--- src/rtl/cache_wb_buf.sv ---
// Single-line writeback (victim) buffer between the data cache and the
// memory bus. It captures one dirty line with its tag and index, then
// writes it back as a single-address burst of BEATS beats (bank 0 first).
// hit_o lets the cache controller stall a refill of the line still in flight.
module cache_wb_buf #(
  parameter int TAG_W    = 20,
  parameter int INDEX_W  = 8,
  parameter int OFFSET_W = 4,
  parameter int DATA_W   = 32,
  parameter int BEATS    = 4
) (
  input  logic                      clk,
  input  logic                      rst_n,
  input  logic                      wb_req_i,
  input  logic [TAG_W-1:0]          wb_tag_i,
  input  logic [INDEX_W-1:0]        wb_index_i,
  input  logic [DATA_W*BEATS-1:0]   wb_line_i,
  output logic                      wb_ready_o,
  input  logic [TAG_W-1:0]          lookup_tag_i,
  input  logic [INDEX_W-1:0]        lookup_index_i,
  output logic                      hit_o,
  output logic                      mem_awvalid_o,
  input  logic                      mem_awready_i,
  output logic [31:0]               mem_addr_o,
  output logic                      mem_wvalid_o,
  input  logic                      mem_wready_i,
  output logic [DATA_W-1:0]         mem_wdata_o,
  output logic [3:0]                mem_wstrb_o,
  output logic                      mem_wlast_o,
  input  logic                      mem_bvalid_i,
  output logic                      mem_bready_o
);

  localparam int LINE_W = DATA_W * BEATS;
  localparam int BEAT_W = (BEATS > 1) ? $clog2(BEATS) : 1;
  localparam logic [BEAT_W-1:0] LAST_BEAT = BEAT_W'(BEATS - 1);

  typedef enum logic [1:0] {
    ST_IDLE = 2'd0,
    ST_ADDR = 2'd1,
    ST_DATA = 2'd2,
    ST_RESP = 2'd3
  } state_t;

  state_t              state_r;
  state_t              state_s;
  logic [BEAT_W-1:0]   beat_r;
  logic [BEAT_W-1:0]   beat_s;
  logic                capture_s;
  logic [LINE_W-1:0]   line_r;
  logic [TAG_W-1:0]    tag_r;
  logic [INDEX_W-1:0]  index_r;
  logic                hit_s;

  logic                wb_ready_r;
  logic                awvalid_r;
  logic [31:0]         addr_r;
  logic                wvalid_r;
  logic [DATA_W-1:0]   wdata_r;
  logic                wlast_r;
  logic                bready_r;

  // Select one bus beat out of a captured line; beat 0 is the lowest bank.
  function automatic logic [DATA_W-1:0] beat_sel(input logic [LINE_W-1:0] line,
                                                 input logic [BEAT_W-1:0] beat);
    return line[DATA_W*int'(beat) +: DATA_W];
  endfunction

  // Next-state and beat-counter logic for the writeback transaction.
  always_comb begin
    state_s   = state_r;
    beat_s    = beat_r;
    capture_s = 1'b0;
    case (state_r)
      ST_IDLE: begin
        if (wb_req_i) begin
          state_s   = ST_ADDR;
          capture_s = 1'b1;
        end else begin
          state_s = ST_IDLE;
        end
      end
      ST_ADDR: begin
        if (mem_awready_i) begin
          state_s = ST_DATA;
          beat_s  = {BEAT_W{1'b0}};
        end else begin
          state_s = ST_ADDR;
        end
      end
      ST_DATA: begin
        if (mem_wready_i) begin
          if (beat_r == LAST_BEAT) begin
            state_s = ST_RESP;
            beat_s  = {BEAT_W{1'b0}};
          end else begin
            beat_s = beat_r + {{(BEAT_W-1){1'b0}}, 1'b1};
          end
        end else begin
          beat_s = beat_r;
        end
      end
      ST_RESP: begin
        if (mem_bvalid_i) begin
          state_s = ST_IDLE;
        end else begin
          state_s = ST_RESP;
        end
      end
      default: begin
        state_s = ST_IDLE;
        beat_s  = {BEAT_W{1'b0}};
      end
    endcase
  end

  // State and beat counter registers.
  always_ff @(posedge clk or negedge rst_n) begin
    if (!rst_n) begin
      state_r <= ST_IDLE;
      beat_r  <= {BEAT_W{1'b0}};
    end else begin
      state_r <= state_s;
      beat_r  <= beat_s;
    end
  end

  // Victim capture; only written on an accepted request, so a busy buffer is never overwritten.
  always_ff @(posedge clk or negedge rst_n) begin
    if (!rst_n) begin
      line_r  <= {LINE_W{1'b0}};
      tag_r   <= {TAG_W{1'b0}};
      index_r <= {INDEX_W{1'b0}};
    end else if (capture_s) begin
      line_r  <= wb_line_i;
      tag_r   <= wb_tag_i;
      index_r <= wb_index_i;
    end
  end

  // Bus-side outputs registered from the next state so they change only on clock edges.
  always_ff @(posedge clk or negedge rst_n) begin
    if (!rst_n) begin
      wb_ready_r <= 1'b1;
      awvalid_r  <= 1'b0;
      addr_r     <= 32'h0000_0000;
      wvalid_r   <= 1'b0;
      wdata_r    <= {DATA_W{1'b0}};
      wlast_r    <= 1'b0;
      bready_r   <= 1'b0;
    end else begin
      wb_ready_r <= (state_s == ST_IDLE);
      awvalid_r  <= (state_s == ST_ADDR);
      wvalid_r   <= (state_s == ST_DATA);
      wlast_r    <= (state_s == ST_DATA) && (beat_s == LAST_BEAT);
      bready_r   <= (state_s == ST_RESP);
      if (capture_s) begin
        addr_r <= {wb_tag_i, wb_index_i, {OFFSET_W{1'b0}}};
      end
      if (state_s == ST_DATA) begin
        wdata_r <= beat_sel(line_r, beat_s);
      end else begin
        wdata_r <= {DATA_W{1'b0}};
      end
    end
  end

  // Pending-line match; never asserted while the buffer is empty.
  always_comb begin
    hit_s = 1'b0;
    if ((state_r != ST_IDLE) && (lookup_tag_i == tag_r) && (lookup_index_i == index_r)) begin
      hit_s = 1'b1;
    end else begin
      hit_s = 1'b0;
    end
  end

  assign wb_ready_o    = wb_ready_r;
  assign hit_o         = hit_s;
  assign mem_awvalid_o = awvalid_r;
  assign mem_addr_o    = addr_r;
  assign mem_wvalid_o  = wvalid_r;
  assign mem_wdata_o   = wdata_r;
  assign mem_wstrb_o   = 4'hF;
  assign mem_wlast_o   = wlast_r;
  assign mem_bready_o  = bready_r;

endmodule

--- config.mk ---
export PLATFORM = sky130hd
export DESIGN_NAME = cache_wb_buf
export DESIGN_NICKNAME = d
export VERILOG_FILES = /design/src/rtl/cache_wb_buf.sv
export SDC_FILE = /design/constraint.sdc
export NUM_CORES = 1
export LEC_CHECK = 0
export BUFFER_PORTS_ARGS = -buffer_cell sky130_fd_sc_hd__buf_2
export CORE_MARGIN = 3
export CORE_UTILIZATION = 32
export DETAILED_ROUTE_END_ITERATION = 10
export PLACE_DENSITY = 0.58
export SYNTH_ARGS = -nofsm -noshare
export SYNTH_HDL_FRONTEND = slang
export SYNTH_SLANG_ARGS = --single-unit
--- constraint.sdc ---
create_clock -name clk -period 6 [get_ports clk]
set_clock_uncertainty 0.1 [all_clocks]
set_input_delay 0.3 -clock clk [delete_from_list [all_inputs] [get_ports clk]]
set_output_delay 0.3 -clock clk [all_outputs]
set_load 0.05 [all_outputs]
; Word level (Yosys, flattened, before mapping)
; Index checks and enable logic that the tools add are counted.
[op_classes]
shift = 1
mux = 14
n_addsub = 1
n_eq_ne = 10
reduce_logical = 6
[ops]
columns = op, count
row1 = $shiftx A128 B8 Y32, 1
row2 = $mux W32, 1
row3 = $eq A20 B20 Y1, 1
row4 = $mux W2, 7
row5 = $eq A2 B2 Y1 const B, 6
row6 = $eq A8 B8 Y1, 1
row7 = $pmux W2 S4, 1
row8 = $eq A2 B1 Y1 const B, 2
row9 = $logic_not A2 Y1, 2
row10 = $mux W1, 4
row11 = $pmux W2 S2, 1
row12 = $logic_and A1 B1 Y1, 3
row13 = $add A2 B1 Y2 const B, 1
row14 = $reduce_bool A2 Y1, 1
[word_totals]
register_bits = 225

; Depth between registers and ports, before layout
; Gate-level depths: netlist (run 1).
[logic_depth]
word_depth = 6
ltp_mapped = 9

; Worst setup path after synthesis (run 1)
; No wires, ideal clock.
[synth_path]
kind = reg-to-output
startpoint = register index_r[5]
endpoint = output hit_o
setup_slack_ps = 2876
arrival_ps = 2724
n_path_buf = 0
path_stages_with_launch = 5
required_time_ps = 5600
path_cell_list = dfrtp_1 xor2_1 nor4_1 nand3_1 nor4_1
[synth_between]
elab_chain_len = 3
[synth_lines]
columns = item, line_no
row1 = "start, declared", 52  ; logic [INDEX_W-1:0] index_r;
row2 = "start signal, assigned", 133  ; index_r <= {INDEX_W{1'b0}};
row3 = "start signal, assigned", 137  ; index_r <= wb_index_i;
row4 = $eq A8 B8 Y1, 171  ; if ((state_r != ST_IDLE) && (lookup_tag_i == tag_r) && (lookup_index_i == index_r)) begin
row5 = $logic_and A1 B1 Y1, 171
row6 = $mux W1, 171
row7 = "end, declared", 21  ; output logic hit_o,
; No other way between the ends.

; Final worst setup path (run 1)
[layout_path]
startpoint = register state_r[0]
endpoint = output hit_o
[layout_between]
elab_chain_len = 4
[layout_lines]
columns = item, line_no
row1 = "start, declared", 45  ; state_t state_r;
row2 = "start signal, assigned", 123  ; state_r <= state_s;
row3 = $reduce_bool A2 Y1, 171
row4 = $logic_and A1 B1 Y1 (2 in a row), 171
row5 = $mux W1, 171
; No other way between the ends.

==> results.yml, run 1 <==
synthesis:
  synth_top_cell_by_area: "dfrtp_1"
  synth-edff-count: 0
  yosysMostFrequentCell: "dfrtp_1"
  yosysTopAreaCellShare_pct: 58.6
  ys_ff_latch: 197
  yosys_warnings: 0
  ys_seq_area_share_pct: 58.9
  async_reset_ff_share_pct: 100
  synthCells: 561
  synth.area.top_cells: "dfrtp_1, mux2_2, mux2i_1"
  netlist_top_cells_count: "dfrtp_1, mux2_2, mux2i_1"
  avgSynthCellArea_um2: 14.9
  syn_area_mm2: 0.00837
  yosysUniqueCellTypes: 36
  dominantRegCellSynth: "dfrtp_1"
placed_design:
  dp.cells: 1119
  dp_hpwl_mm: 14.1
  io_buffers: 255
  gp_congestion: 0.740
  placed_area_mm2: 0.00993
  pre_cts_ws_ns: 3.24
floorplan:
  start_util_pct: 32.8
  boundaryPins: 264
  rows: 58
  fp.dieW_um: 168
  die_area_mm2: 0.0281
  core_area_mm2: 0.0255
  die_y_um: 168
final_layout:
  final_net_count: 1134
  fin_area_mm2: 0.0118
  diodes: 0
  nFillCells: 2303
  stdcell_count: 1279
  drive_gt1_share_pct: 43.5
  syn2layout_area_growth_pct: 41.0
timing:
  rsz0062_at_grt: "no"
  fin_ws_ns: 2.97
  post-route-period-util_pct: 50.5
  worst_slew_pin_slew_ns: 1.02
  drv_slew: 0
  min_period_ns: 3.03
  setup-violations-final: 0
  max_clock_freq_ghz: 0.330
  setup-tns-final_ns: 0
  hold_viol: 0
  relSlewSlack_pct: 31.7
  whs_ns: 0.0159
power:
  combPwrFrac_pct: 42.4
  switchingPower_w: 0.00235
  power.density_mw_per_mm2: 506
  peakVddDrop_uv: 437
  pwr-share-seq_pct: 38.6
  clock_power_share_pct: 19.0
  internal_power_w: 0.00362
  p_sw_share_pct: 39.3
  p_leak_nw: 5.88
setup_path:
  worstSetupPathType: "flip-flop to primary output"
  critPathArrivalTime_ns: 2.63
  r2r-start: "beat_r[0]"
  cp_data_required_time_ns: 5.60
  critPathCaptureType: "primary output"
  path_cells: "inv_1 -> ha_1 -> nor3_1 -> nand3_1 -> nor4_1 -> buf_2"
  start_kind: "flip-flop"
  crit_fanout: 4
  slowest_stage: "nor4_1"
  startpoint: "state_r[0]"
  critical-path-max-stage-delay_ns: 0.63
route:
  viasPerCell: 4.57
  vias: 5844
  drc: 0
  antenna_left: 0
  first_pass_iters: 4
  routedWlPerCell_um: 17.0
  wl_mm: 21.8
  first_iter_violations: 203
cts:
  cts_buffer_depth: 2
  cts_tree: "done"
  postCtsSetupBuffers: 0
  cts_max_level: 4
  clock-sinks: 197
  clk_pin_slew_ns: 0.08
  ctsResizeCount: 0
  numCtsBuffers: 17
  clock_latency_ns: 0.43
  cts_root_buffer: "clkbuf_16"
  postCtsHoldBufs: 127
hold_path:
  min_path_type: "primary input to flip-flop"
  worstHoldStart: "wb_line_i[40]"
global_route:
  grt_max_degree: 97
  grt_pass1_wl_mm: 34.5
  grtUsageTotal_pct: 15.5
  antenna_found_initial: 1
  grt_pass1_vias: 6326
  grt_overflow: 0
flow_run:
  drv_cap: 0
status:
  status: "complete, no violations"
area by class of cell:
cell class | count | area, um2 | share of cell area [%]
multi-input combinational | 327 | 3230 | 27.4
inverter | 5 | 18.8 | 0.159
sequential | 197 | 4930 | 41.8
clock inverter | 13 | 143 | 1.21
tap | 330 | 413 | 3.50
timing repair buffer | 390 | 2640 | 22.3
clock buffer | 17 | 425 | 3.61
path summary, 6_finish.rpt:
kind                              endpoint  slack, ns  cells past startpoint
max in group asynchronous      line_r[118]       3.94                      3
setup reg to reg           mem_wdata_o[17]       3.28                      6
hold reg to reg                line_r[109]       0.39                      1
min in group asynchronous   mem_wdata_o[4]       0.42                      2
setup / recovery                     hit_o       2.97                      6
hold / removal                  line_r[40]       0.02                      2
metal layers:
| metal | up-vias | part of all wire [%] | track usage, % |
|---|---|---|---|
| met5 | - | 0.060 | 0 |
| met1 | 2876 | 42 | 18.8 |
| met2 | 190 | 50 | 26.9 |
| li1 | 2750 | - | - |
| met3 | 26 | 5.5 | 3.80 |
| met4 | 2 | 2.3 | 5.16 |
power groups by stage:
stage	registers (W)	clock network, W	logic [W]
after floorplan	0.00284	0	0.00134
after global placement	0.00231	0	0.00246
after detailed placement	0.00233	0	0.00249
after CTS	0.00230	0.00118	0.00256
after global routing	0.00238	0.00123	0.00273
final	0.00230	0.00113	0.00253
per-stage QoR:
step / utilization [%] / total power, W
floorplan: - / 0.00419
global placement: 39.0 / 0.00478
detailed placement: 39.0 / 0.00482
CTS: 46.2 / 0.00604
global route: 46.3 / 0.00634
finish: 46.3 / 0.00597
sequential cells by signal, summed over array words and instances (netlist names):
register	count
state_r	2
tag_r	20
wb_ready_o	1
mem_awvalid_o	1
mem_wvalid_o	1
line_r	128
mem_addr_o	1
mem_wdata_o	32
mem_wlast_o	1
beat_r	2
index_r	7
mem_bready_o	1
worst max-delay path, delay by kind of cell, from the launching register on:
| family | cells | cell delay, ns |
|---|---|---|
| buf+inv | 2 | 0.48 |
| fa+ha+maj | 1 | 0.25 |
| simple gates | 3 | 1.07 |
| flops | 1 | 0.40 |
cells in the final DEF, fill, tap and decap left out, types with 2 or more instances in the layout:
cell type | synthesis | layout
buf_2 | 5 | 254
dfrtp_1 | 196 | 196
dlygate4sd3_1 | 0 | 130
mux2_2 | 112 | 112
mux2i_1 | 65 | 65
mux2_1 | 45 | 45
o22ai_1 | 30 | 30
clkbuf_16 | 0 | 17
xnor2_1 | 15 | 15
xor2_1 | 13 | 13
conb_1 | 2 | 8
ha_1 | 6 | 6
inv_1 | 4 | 4
nor2_1 | 4 | 4
nor4_1 | 4 | 4
nand4_1 | 4 | 4
inv_8 | 0 | 4
buf_4 | 11 | 4
clkinv_4 | 0 | 3
inv_6 | 0 | 3
nor2b_1 | 2 | 2
nand3_1 | 2 | 2
a22o_1 | 2 | 2
nand2_4 | 1 | 2
o22ai_2 | 2 | 2
nor3_1 | 2 | 2
clkinvlp_4 | 0 | 2
cell families (layout without fill, tap and decap cells):
kind of cell               after synthesis  in the layout  share of synthesized area, %
AOI/OAI and AO/OA                       40             40                          3.63
muxes                                  222            222                          28.9
adders and majority gates                6              6                         0.897
xor gates and xnor gates                28             28                          2.93
DFF                                    197            197                          58.9
and+or+nand+nor                         23             23                          1.65
buffers and inverters                   43            425                          2.95
other                                    2              8                        0.0898
No activity file was read; power rests on OpenSTA's default activity.
==> run 2, diff against run 1 <==
- PLACE_DENSITY: 0.58 -> 0.6
- clock period: 6 -> 2.5 ns (I/O delays scaled with it)
==> run 2 against run 1 <==
Critical path type unchanged. Register-to-register slack got worse by 3.1 ns. Total power increased by 140%. First-iteration DRC count increased by 33%. Critical endpoint unchanged. Via count increased by 3.4%. Hold slack improved by 0.084 ns. Routed wire length decreased by 0.76%.
==> results.yml, run 2 (same netlist as run 1, synthesis figures left out) <==
status:
  status: "complete, no violations"
power:
  power.density_mw_per_mm2: 1180
  switchingPower_w: 0.00561
  peakVddDrop_uv: 968
  p_leak_nw: 6.08
  p_sw_share_pct: 38.8
  internal_power_w: 0.00884
  clock_power_share_pct: 18.7
  pwr-share-seq_pct: 38.4
  finalPower_w: 0.0144
  combPwrFrac_pct: 42.9
timing:
  rsz0062_at_grt: "no"
  hold_viol: 0
  setup-violations-final: 0
  relSlewSlack_pct: 64.5
  min_period_ns: 2.30
  worst_slew_pin_slew_ns: 0.533
  post-route-period-util_pct: 92.1
  setup-tns-final_ns: 0
  drv_slew: 0
  max_clock_freq_ghz: 0.434
final_layout:
  fin_area_mm2: 0.0122
  diodes: 0
  final_net_count: 1171
  nFillCells: 2246
  mostFrequentLayoutCells: "buf_2, dfrtp_1, dlygate4sd3_1"
  stdcell_count: 1317
  syn2layout_area_growth_pct: 46.4
  layout_commonest_cell: "buf_2"
  largest_reg_flops: 128
  drive_gt1_share_pct: 43.0
  top_register: "line_r"
setup_path:
  critPathArrivalTime_ns: 2.08
  start_kind: "flip-flop"
  crit_fanout: 4
  cp_data_required_time_ns: 2.28
  critPathCaptureType: "primary output"
  worstSetupPathType: "flip-flop to primary output"
floorplan:
  start_util_pct: 32.8
  core_area_mm2: 0.0255
  boundaryPins: 264
  rows: 58
  die_y_um: 168
  fp.dieW_um: 168
  die_area_mm2: 0.0281
route:
  first_iter_violations: 269
  first_pass_iters: 4
  drc: 0
  vias: 6042
  routedWlPerCell_um: 16.4
  viasPerCell: 4.59
  antenna_left: 0
  wl_mm: 21.6
placed_design:
  io_buffers: 255
  dp.cells: 1127
  placed_area_mm2: 0.0101
  gp_congestion: 0.787
  dp_hpwl_mm: 14.4
global_route:
  grt_pass1_vias: 6598
  grt_pass1_wl_mm: 35.0
  grtUsageTotal_pct: 15.5
  grt_overflow: 0
  antenna_found_initial: 0
  grt_max_degree: 64
cts:
  numCtsBuffers: 17
  clk_pin_slew_ns: 0.08
  cts_max_level: 4
  clock_latency_ns: 0.43
  clock-sinks: 197
  postCtsSetupBuffers: 0
  cts_tree: "done"
  cts_root_buffer: "clkbuf_16"
  cts_buffer_depth: 2
hold_path:
  min_path_type: "primary input to flip-flop"
flow_run:
  drv_cap: 0
==> run 2: cell count changes in the layout (fill, tap and decap cells not counted), moves of 2 or more <==
cell and delta:
nor4_1 -2, inv_6 -2, nor4_2 +2, buf_12 +6
buf_4 +3, dlygate4sd3_1 +29, clkinv_4 +3
==> run 2: metal layers <==
layer | track usage (%) | wire [um]
met4 | 4.45 | 309
met2 | 26.8 | 10700
met3 | 4.58 | 1400
met1 | 19.0 | 9200
met5 | 0 | 0
==> run 2: layout make-up <==
type                    count  area, um2  share of cell area (%)
flip-flops and latches    197       4930                    40.3
clock inverters            13        144                    1.17
multi-input cells         327       3250                    26.5
inverters                   5       18.8                   0.153
clock buffers              18        429                    3.50
repair buffers            427       3060                    25.0
well taps                 330        413                    3.37
==> run 2: power by group through the flow <==
stage	clock, W	combinational, W	sequential [W]
final	0.00270	0.00620	0.00555
after global routing	0.00292	0.00666	0.00573
after CTS	0.00280	0.00626	0.00555
after detailed placement	0	0.00603	0.00561
after global placement	0	0.00592	0.00559
after floorplan	0	0.00323	0.00682
==> run 2: path summary, 6_finish.rpt <==
kind / slack (ns) / endpoint / startpoint / cells after the start
hold reg to reg: 0.39 / line_r[99] / line_r[99] / 1
setup reg to reg: 0.22 / mem_wdata_o[15] / state_r[0] / 6
min in group asynchronous: 0.18 / index_r[3] / rst_n / 2
max in group asynchronous: 1.42 / wb_ready_o / rst_n / 3
setup / recovery: 0.20 / hit_o / state_r[0] / 6
hold / removal: 0.1 / beat_r[1] / mem_wready_i / 3
==> run 2: critical path: stages, from the launching register on <==
cell and delay (ns):
dfrtp_1 0.41, inv_1 0.10, ha_1 0.28, nor3_2 0.20, nand3_1 0.17, nor4_2 0.23
buf_4 0.25
==> run 2: through the flow <==
stage | utilization [%] | setup WS [ns] | hold WS [ns]
3_3_place_gp | 39.5 | 0.301 | 0.0602
5_1_grt | 48.1 | 0.0495 | 0.108
3_5_place_dp | 39.5 | 0.246 | 0.0586
4_1_cts | 48.1 | 0.00968 | 0.0778
2_1_floorplan | - | 0.109 | -0.271
6_report | 48.1 | 0.198 | 0.0998
==> run 2: repair_timing <==
item,in CTS,in global routing
endpoints found under the hold margin,219,0
endpoints found under the setup margin,1,1
gates cloned,0,0
pin swaps,0,1
resized for setup,2,1
hold buffers,159,0
